==> src/rtl/huff_hist_sort.sv <==
// Frame histogram of symbols 1..NSYM with miss counting, followed by an odd-even
// transposition sort and a ready/valid emission of (symbol, count) in rank order.
module huff_hist_sort #(
   parameter int NSYM = 6,
   parameter int DW   = 8,
   parameter int CW   = 8,
   parameter int SW   = 4
) (
   input  logic                 clk,
   input  logic                 reset,
   input  logic                 gray_valid,
   input  logic [DW-1:0]        gray_data,
   output logic                 busy,
   output logic                 cnt_valid,
   output logic [NSYM*CW-1:0]   cnt_flat,
   output logic [CW-1:0]        miss_cnt,
   output logic                 rank_valid,
   input  logic                 rank_ready,
   output logic [SW-1:0]        rank_sym,
   output logic [CW-1:0]        rank_cnt,
   output logic                 rank_last
);

   localparam int IW = (NSYM > 1) ? $clog2(NSYM) : 1;

   typedef enum logic [2:0] {IDLE, RECV, CNT_OUT, SORT, EMIT} state_t;

   state_t        state_q, state_d;
   logic [CW-1:0] cnt_q  [NSYM];
   logic [CW-1:0] cnt_d  [NSYM];
   logic [CW-1:0] miss_q, miss_d;
   logic [SW-1:0] tsym_q [NSYM];
   logic [SW-1:0] tsym_d [NSYM];
   logic [CW-1:0] tcnt_q [NSYM];
   logic [CW-1:0] tcnt_d [NSYM];
   // Shared index: pass number while sorting, table entry while emitting.
   logic [IW-1:0] step_q, step_d;
   logic          take;

   function automatic logic [CW-1:0] sat_inc(input logic [CW-1:0] v);
      return (&v) ? v : v + 1'b1;
   endfunction

   // Higher count first; equal counts fall back to the smaller symbol index.
   function automatic logic ranks_before(input logic [CW-1:0] ca, input logic [SW-1:0] sa,
                                         input logic [CW-1:0] cb, input logic [SW-1:0] sb);
      return (ca > cb) || ((ca == cb) && (sa < sb));
   endfunction

   always_comb begin
      state_d = state_q;
      cnt_d   = cnt_q;
      miss_d  = miss_q;
      tsym_d  = tsym_q;
      tcnt_d  = tcnt_q;
      step_d  = step_q;
      take    = 1'b0;
      case (state_q)
         IDLE: begin
            if (gray_valid) begin
               state_d = RECV;
               for (int k = 0; k < NSYM; k++) cnt_d[k] = '0;
               miss_d = '0;
               take   = 1'b1;
            end
         end
         RECV: begin
            if (gray_valid) take = 1'b1;
            else            state_d = CNT_OUT;
         end
         CNT_OUT: begin
            state_d = SORT;
            step_d  = '0;
            for (int k = 0; k < NSYM; k++) begin
               tsym_d[k] = SW'(k + 1);
               tcnt_d[k] = cnt_q[k];
            end
         end
         SORT: begin
            for (int i = 0; i < NSYM - 1; i++) begin
               if ((i % 2) == int'(step_q[0])) begin
                  if (ranks_before(tcnt_q[i+1], tsym_q[i+1], tcnt_q[i], tsym_q[i])) begin
                     tsym_d[i]   = tsym_q[i+1];
                     tcnt_d[i]   = tcnt_q[i+1];
                     tsym_d[i+1] = tsym_q[i];
                     tcnt_d[i+1] = tcnt_q[i];
                  end
               end
            end
            if (step_q == IW'(NSYM - 1)) begin
               state_d = EMIT;
               step_d  = '0;
            end else begin
               step_d = step_q + 1'b1;
            end
         end
         EMIT: begin
            if (rank_ready) begin
               if (step_q == IW'(NSYM - 1)) begin
                  state_d = IDLE;
                  step_d  = '0;
               end else begin
                  step_d = step_q + 1'b1;
               end
            end
         end
         default: state_d = IDLE;
      endcase

      if (take) begin
         if ((gray_data == '0) || (gray_data > DW'(NSYM))) begin
            miss_d = sat_inc(miss_d);
         end else begin
            for (int k = 0; k < NSYM; k++)
               if (gray_data == DW'(k + 1)) cnt_d[k] = sat_inc(cnt_d[k]);
         end
      end
   end

   always_ff @(posedge clk or negedge reset) begin
      if (!reset) begin
         state_q <= IDLE;
         miss_q  <= '0;
         step_q  <= '0;
         for (int k = 0; k < NSYM; k++) begin
            cnt_q[k]  <= '0;
            tsym_q[k] <= '0;
            tcnt_q[k] <= '0;
         end
      end else begin
         state_q <= state_d;
         miss_q  <= miss_d;
         step_q  <= step_d;
         for (int k = 0; k < NSYM; k++) begin
            cnt_q[k]  <= cnt_d[k];
            tsym_q[k] <= tsym_d[k];
            tcnt_q[k] <= tcnt_d[k];
         end
      end
   end

   always_comb begin
      busy       = (state_q != IDLE) && (state_q != RECV);
      cnt_valid  = (state_q == CNT_OUT);
      rank_valid = (state_q == EMIT);
      rank_sym   = rank_valid ? tsym_q[step_q] : '0;
      rank_cnt   = rank_valid ? tcnt_q[step_q] : '0;
      rank_last  = rank_valid && (step_q == IW'(NSYM - 1));
      miss_cnt   = miss_q;
      cnt_flat   = '0;
      for (int k = 0; k < NSYM; k++) cnt_flat[k*CW +: CW] = cnt_q[k];
   end

endmodule

==> config.mk <==
export PLATFORM = sky130hd
export DESIGN_NAME = huff_hist_sort
export DESIGN_NICKNAME = d
export VERILOG_FILES = /design/src/rtl/huff_hist_sort.sv
export SDC_FILE = /design/constraint.sdc
export NUM_CORES = 1
export LEC_CHECK = 0
export ABC_AREA = 1
export CORE_UTILIZATION = 35
export CTS_BUF_LIST = sky130_fd_sc_hd__clkbuf_8
export CTS_CLUSTER_DIAMETER = 200
export DETAILED_ROUTE_END_ITERATION = 6
export DONT_BUFFER_PORTS = 1
export SLEW_MARGIN = 40
export SYNTH_ARGS = -nofsm -noshare
export SYNTH_HDL_FRONTEND = slang
export SYNTH_SLANG_ARGS = --single-unit
==> constraint.sdc <==
create_clock -name clk -period 3.72 [get_ports clk]
set_clock_uncertainty 0.2 [all_clocks]
set_input_delay 1.116 -clock clk [delete_from_list [all_inputs] [get_ports clk]]
set_output_delay 1.116 -clock clk [all_outputs]
set_load 0.005 [all_outputs]
==> results of run 1 <==
[Yosys cell counts (2+ instances only)]
library cell | instances | area share
nand2_1 | 373 | 0.14
inv_1 | 221 | 0.082
o21ai_0 | 152 | 0.076
nor2_1 | 145 | 0.054
dfrtp_1 | 134 | 0.33
a21oi_1 | 88 | 0.044
nand3_1 | 63 | 0.031
ha_1 | 62 | 0.077
clkbuf_1 | 34 | 0.013
nand4_1 | 27 | 0.017
o211ai_1 | 17 | 0.013
o21bai_1 | 17 | 0.013
xor2_1 | 17 | 0.015
o22ai_1 | 16 | 0.010
inv_2 | 14 | 0.0052
buf_2 | 11 | 0.0055
nor3_2 | 11 | 0.011
nor3_1 | 10 | 0.0050
nand2_2 | 9 | 0.0056
nor2_2 | 8 | 0.0050
o21ai_1 | 7 | 0.0035
xnor2_1 | 6 | 0.0052
nand3b_1 | 4 | 0.0030
o21a_1 | 4 | 0.0030
a22oi_1 | 3 | 0.0022
buf_1 | 3 | 0.0011
nand3_2 | 3 | 0.0030
a21o_1 | 2 | 0.0015
a31oi_1 | 2 | 0.0012
buf_4 | 2 | 0.0015
buf_6 | 2 | 0.0022
nor2_4 | 2 | 0.0022
o32ai_1 | 2 | 0.0017
or2_1 | 2 | 0.0012
or2_2 | 2 | 0.0012
[layer usage]
metal  wire (µm)  up-vias  part of all wire  track usage
met5           0        -                 0            0
met4         436        0             0.014       0.0520
met3        2160       39             0.072       0.0518
met2       13500      255              0.45        0.333
met1       14100     4597              0.47        0.289
li1            -     4810                 -            -
[state kept, by name, summed over array words and instances (netlist names)]
name and cells:
cnt_flat 48, miss_cnt 8, state_q 3, step_q 3, tcnt_q 48, tsym_q 24
[how the worst min path moves through the flow]
stage                     startpoint                endpoint  slack (ns)  depth (start not counted)
3_5_place_dp   tcnt_q[0]$_DFFE_PN0P_   tcnt_q[0]$_DFFE_PN0P_        0.30                          2
2_1_floorplan  tcnt_q[0]$_DFFE_PN0P_   tcnt_q[0]$_DFFE_PN0P_        0.27                          2
3_3_place_gp   tcnt_q[0]$_DFFE_PN0P_   tcnt_q[0]$_DFFE_PN0P_        0.29                          2
4_1_cts                        reset  cnt_flat[42]$_DFF_PN0_        0.13                          0
6_report                       reset   tcnt_q[8]$_DFFE_PN0P_        0.15                          0
5_1_grt                        reset   tcnt_q[1]$_DFFE_PN0P_        0.12                          0
[layout by cell type (no fill, tap or decap), drive strengths merged, types with 21 or more instances in the layout]
cell	netlist	final
a21oi	88	88
buf	18	23
dfrtp	134	134
ha	62	62
inv	235	239
nand2	382	382
nand3	67	67
nand4	28	28
nor2	155	155
nor3	21	21
o21ai	160	160
[critical path, cell delays in order (launching register included)]
cell	delay [ns]
dfrtp_1	0.40
nor2_1	0.32
inv_1	0.22
buf_4	0.21
nor2_1	0.26
inv_1	0.13
nor2_1	0.21
[power by group]
part	internal [mW]	total, mW	switching, mW	leakage, nW
logic	1.71	5.06	3.35	3.64
clock network	0.688	1.35	0.666	0.216
registers	1.85	2.49	0.634	1.73
[stage by stage]
stage / power, mW / worst slack [ns] / utilization / cell area, µm²
floorplan: 6.08 / 0.465 / - / 10100
global placement: 7.41 / 0.497 / 0.375 / 10500
detailed placement: 7.51 / 0.416 / 0.375 / 10500
CTS: 8.89 / 0.136 / 0.390 / 10900
global route: 9.78 / 0.0707 / 0.390 / 10900
finish: 8.90 / 0.199 / 0.390 / 10900
[layout make-up]
class / instances / area (µm²)
timing repair buffer: 23 / 185
fill: 2994 / 17100
clock buffer: 18 / 248
multi-input combinational: 1066 / 5590
clock inverter: 14 / 173
sequential: 134 / 3350
tap: 378 / 473
inverter: 237 / 892
[kinds of logic after synthesis]
family,synth area share
simple gates,0.284
compound gates,0.174
buf+inv,0.112
flops,0.333
fa+ha+maj,0.0771
xor+xnor,0.0200
==> reports/metrics.cfg, run 1 <==
[global_route]
grt_pass1_wl_um = 48600
antenna_found_initial = 0
grt_overflow = 0
grt_pass1_vias = 9260
grt_max_degree = 135
grt_usage = 0.212

[placement]
place_congestion = 0.912
numPlacedInstances = 1838
place_hpwl_um = 22500
io_buffer_count = 0

[min_path]
holdCritPathClass = in -> async

[synthesis]
syn_nets = 1563
ys_ff_latch = 134
synthArstFlopShare = 1.00
synth-edff-count = 0
synth_cell_types = 49
yosys_warnings = 0
synth_ff_type = dfrtp_1
synth_area_per_cell_um2 = 6.76
yosysSeqAreaShare = 0.333
postSynthCellCount = 1489
syn_area_um2 = 10100

[power_and_ir_drop]
p_per_area_nw_per_um2 = 816
ir_drop_uv = 299
p_leak_nw = 5.58

[critical_path]
regToRegEndpoint = tcnt_q[16]$_DFFE_PN0P_
startpoint_type = flop
startpoint = step_q[1]$_DFFE_PN0P_
ff2ff_setup_slack_ns = 0.84
crit_required_ns = 2.40
worstSetupEndpointType = primary output
r2r_cells = 13
cp.arrival_ns = 2.20
worstReg2RegStart = tcnt_q[31]$_DFFE_PN0P_
crit_type = reg -> out
cp_max_fo = 7
crit_end = rank_last

[timing]
fin_tns_setup_ns = 0
max_freq_ghz = 0.284
worst_pin_slew_ns = 0.574
final-setup-viol-count = 0
fin_crit_sh = 0.946
rsz0062_at_grt = no
fin_crit_ns = 3.52
final_hold_viol_count = 0
drv_slew = 0
hold_ws_ns = 0.148
max_slew_margin = 0.617

[clock_tree]
clockRootBuffer = clkbuf_8
clk_latency_ns = 0.46
htree_levels = 4
cts_buffer_depth = 2
clk_pin_slew_ns = 0.09
post_cts_resized = 0
cts_made_buffers = 17
post_cts_buffers = 0
cts_tree = done
cts_hold_buf = 0
cts.sinks = 134

[run]
cap_violations = 0

[floorplanning]
die_width_um = 172
core_um2 = 28000
die-area_um2 = 29400
initial_core_util = 0.359
rows = 61
fp.dieH_um = 172
num_io_pins = 84

[drt]
drt-total-wl_um = 30200
detail-route-antenna-nets = 0
route.detailed.drc = 0
drt_first_pass_iters = 7
vias = 9701
wire_per_inst_um = 16.2
viasPerCell = 5.19
first_iter_violations = 560

[outcome]
status = completed

[finish]
syn2layout_area_growth_pct = 8.52
antenna_cells = 0
final_nets = 1553
layout-drive-gt1-share = 0.0737
finalNonFillerCells = 1870

No activity file was read; power rests on OpenSTA's default activity.
==> run 2, diff against run 1 <==
--- a/config.mk
+++ b/config.mk
@@ -6,6 +6,7 @@
 export NUM_CORES = 1
 export LEC_CHECK = 0
 export ABC_AREA = 1
+export CORE_MARGIN = 4
 export CORE_UTILIZATION = 35
 export CTS_BUF_LIST = sky130_fd_sc_hd__clkbuf_8
 export CTS_CLUSTER_DIAMETER = 200
==> run 2 against run 1 <==
Effect of this change:
- sequential power hardly changed
- die area is 7.1% higher
- flip-flop and latch count unchanged
- utilization decreased by 0.25 points
- setup slack got worse by 0.10 ns
- global-route usage down 1.4 points
- fmax decreased by 2.8%
- register-to-register slack about the same
- clock-buffer cell count is 1 lower
- cell count about the same
- wire length up 1.8%
- cell area fell by 0.38%
- critical endpoint is now rank_cnt[3]
==> reports/metrics.cfg, run 2 (synthesis gave the netlist of run 1 again) <==
[outcome]
status = completed

[critical_path]
cp.depth = 6
r2r_cells = 14
worstPathCellList = inv_2, buf_4, nor2_1, o21ai_0, nand2_1, a21oi_1
startpoint_type = flop
cp_max_fo = 28
worstSetupEndpointType = primary output
startpoint = step_q[0]$_DFFE_PN0P_
worstReg2RegStart = tcnt_q[19]$_DFFE_PN0P_
cp.arrival_ns = 2.30
crit_type = reg -> out
crit_end = rank_cnt[3]
critPathSlowestCell = dfrtp_1
crit_family = compound AO/OA/AOI/OAI gates
regToRegEndpoint = tcnt_q[19]$_DFFE_PN0P_
crit_required_ns = 2.40
ff2ff_setup_slack_ns = 0.84
critPathBufInv = 2
max_stage_delay_ns = 0.39

[timing]
max_freq_ghz = 0.276
fin_ws_ns = 0.0997
final-setup-viol-count = 0
rsz0062_at_grt = no
hold_ws_ns = 0.145
fin_crit_sh = 0.973
drv_slew = 0
fin_tns_setup_ns = 0
final_hold_viol_count = 0
max_slew_margin = 0.638
worst_pin_slew_ns = 0.538
fin_crit_ns = 3.62

[min_path]
holdCritPathClass = in -> async

[global_route]
grt_overflow = 0
grt_pass1_wl_um = 49900
grt_max_degree = 135
antenna_found_initial = 0
grt_usage = 0.197
grt_pass1_vias = 9236

[clock_tree]
cts_made_buffers = 17
post_cts_buffers = 0
post_cts_resized = 0
htree_levels = 4
clk_latency_ns = 0.46
clockRootBuffer = clkbuf_8
cts_tree = done
cts_buffer_depth = 2
cts.sinks = 134
clk_pin_slew_ns = 0.10
cts_hold_buf = 0

[finish]
fin_util = 0.387
mostFrequentLayoutCells = nand2_1 (373), inv_1 (221), o21ai_0 (152), nor2_1 (145), dfrtp_1 (134)
final_nets = 1554
layout-drive-gt1-share = 0.0743
final_common_cell = nand2_1
syn2layout_area_growth_pct = 8.11
fin_area_um2 = 10900
antenna_cells = 0
finalNonFillerCells = 1871
nFillCells = 3039

[floorplanning]
fp.dieH_um = 178
core_um2 = 28100
initial_core_util = 0.358
num_io_pins = 84
die_width_um = 178
rows = 61
die-area_um2 = 31500

[drt]
viasPerCell = 5.16
drt_first_pass_iters = 5
drt-total-wl_um = 30800
wire_per_inst_um = 16.5
first_iter_violations = 904
detail-route-antenna-nets = 0
route.detailed.drc = 0
vias = 9653

[power_and_ir_drop]
switching_share = 0.539
p_leak_nw = 5.57
power_mw = 8.80
combPwrFrac = 0.571
pwr-share-clk = 0.143
p_sw_mw = 4.75
p_int_mw = 4.06
p_per_area_nw_per_um2 = 809
ir_drop_uv = 311
pwr-share-seq = 0.286

[run]
cap_violations = 0

[placement]
post_dp_cell_area_um2 = 10500
io_buffer_count = 0
place_hpwl_um = 23000
numPlacedInstances = 1839
pre_cts_ws_ns = 0.540
place_congestion = 0.876

==> run 2: layout make-up <==
class	count	area, µm²	area share
Multi-Input combinational cell	1066	5590	0.514
Sequential cell	134	3350	0.308
Clock inverter	15	155	0.0143
Clock buffer	17	234	0.0215
Timing Repair Buffer	24	180	0.0166
Tap cell	378	473	0.0435
Inverter	237	891	0.0819
==> run 2: power groups by stage <==
stage / clock network, mW / logic, mW / registers, mW
after floorplan: 0 / 3.84 / 2.24
after global placement: 0 / 4.88 / 2.53
after detailed placement: 0 / 4.97 / 2.53
after CTS: 1.28 / 4.99 / 2.51
after global routing: 1.34 / 5.81 / 2.58
final: 1.26 / 5.03 / 2.52
==> run 2: worst min-delay path by stage <==
stage                                      from                      to  cells after the start
after global placement    tcnt_q[0]$_DFFE_PN0P_   tcnt_q[0]$_DFFE_PN0P_                      2
after global routing                      reset   tsym_q[0]$_DFFE_PN0P_                      0
after detailed placement  tcnt_q[0]$_DFFE_PN0P_   tcnt_q[0]$_DFFE_PN0P_                      2
after floorplan           tcnt_q[0]$_DFFE_PN0P_   tcnt_q[0]$_DFFE_PN0P_                      2
after CTS                                 reset  cnt_flat[36]$_DFF_PN0_                      0
final                                     reset   tsym_q[0]$_DFFE_PN0P_                      0
==> run 2: worst reg2reg max path: stages (launching register included) <==
cell,delay [ns]
dfrtp_1,0.54
inv_1,0.11
ha_1,0.31
nand2_1,0.06
inv_1,0.06
nand3_1,0.07
nor2_1,0.17
nand3_1,0.12
nand2_1,0.10
nand2_1,0.28
nand2_1,0.42
nand2_1,0.10
nand2_1,0.08
nand2_1,0.07
a21oi_1,0.13
==> run 2: routing by layer <==
metal  wire length [µm]  vias up  track usage
li1                   -     4811            -
met1              14700     4543        0.288
met2              13700      283        0.307
met3               2240       16       0.0386
met4                223        0       0.0377
met5                  0        -            0
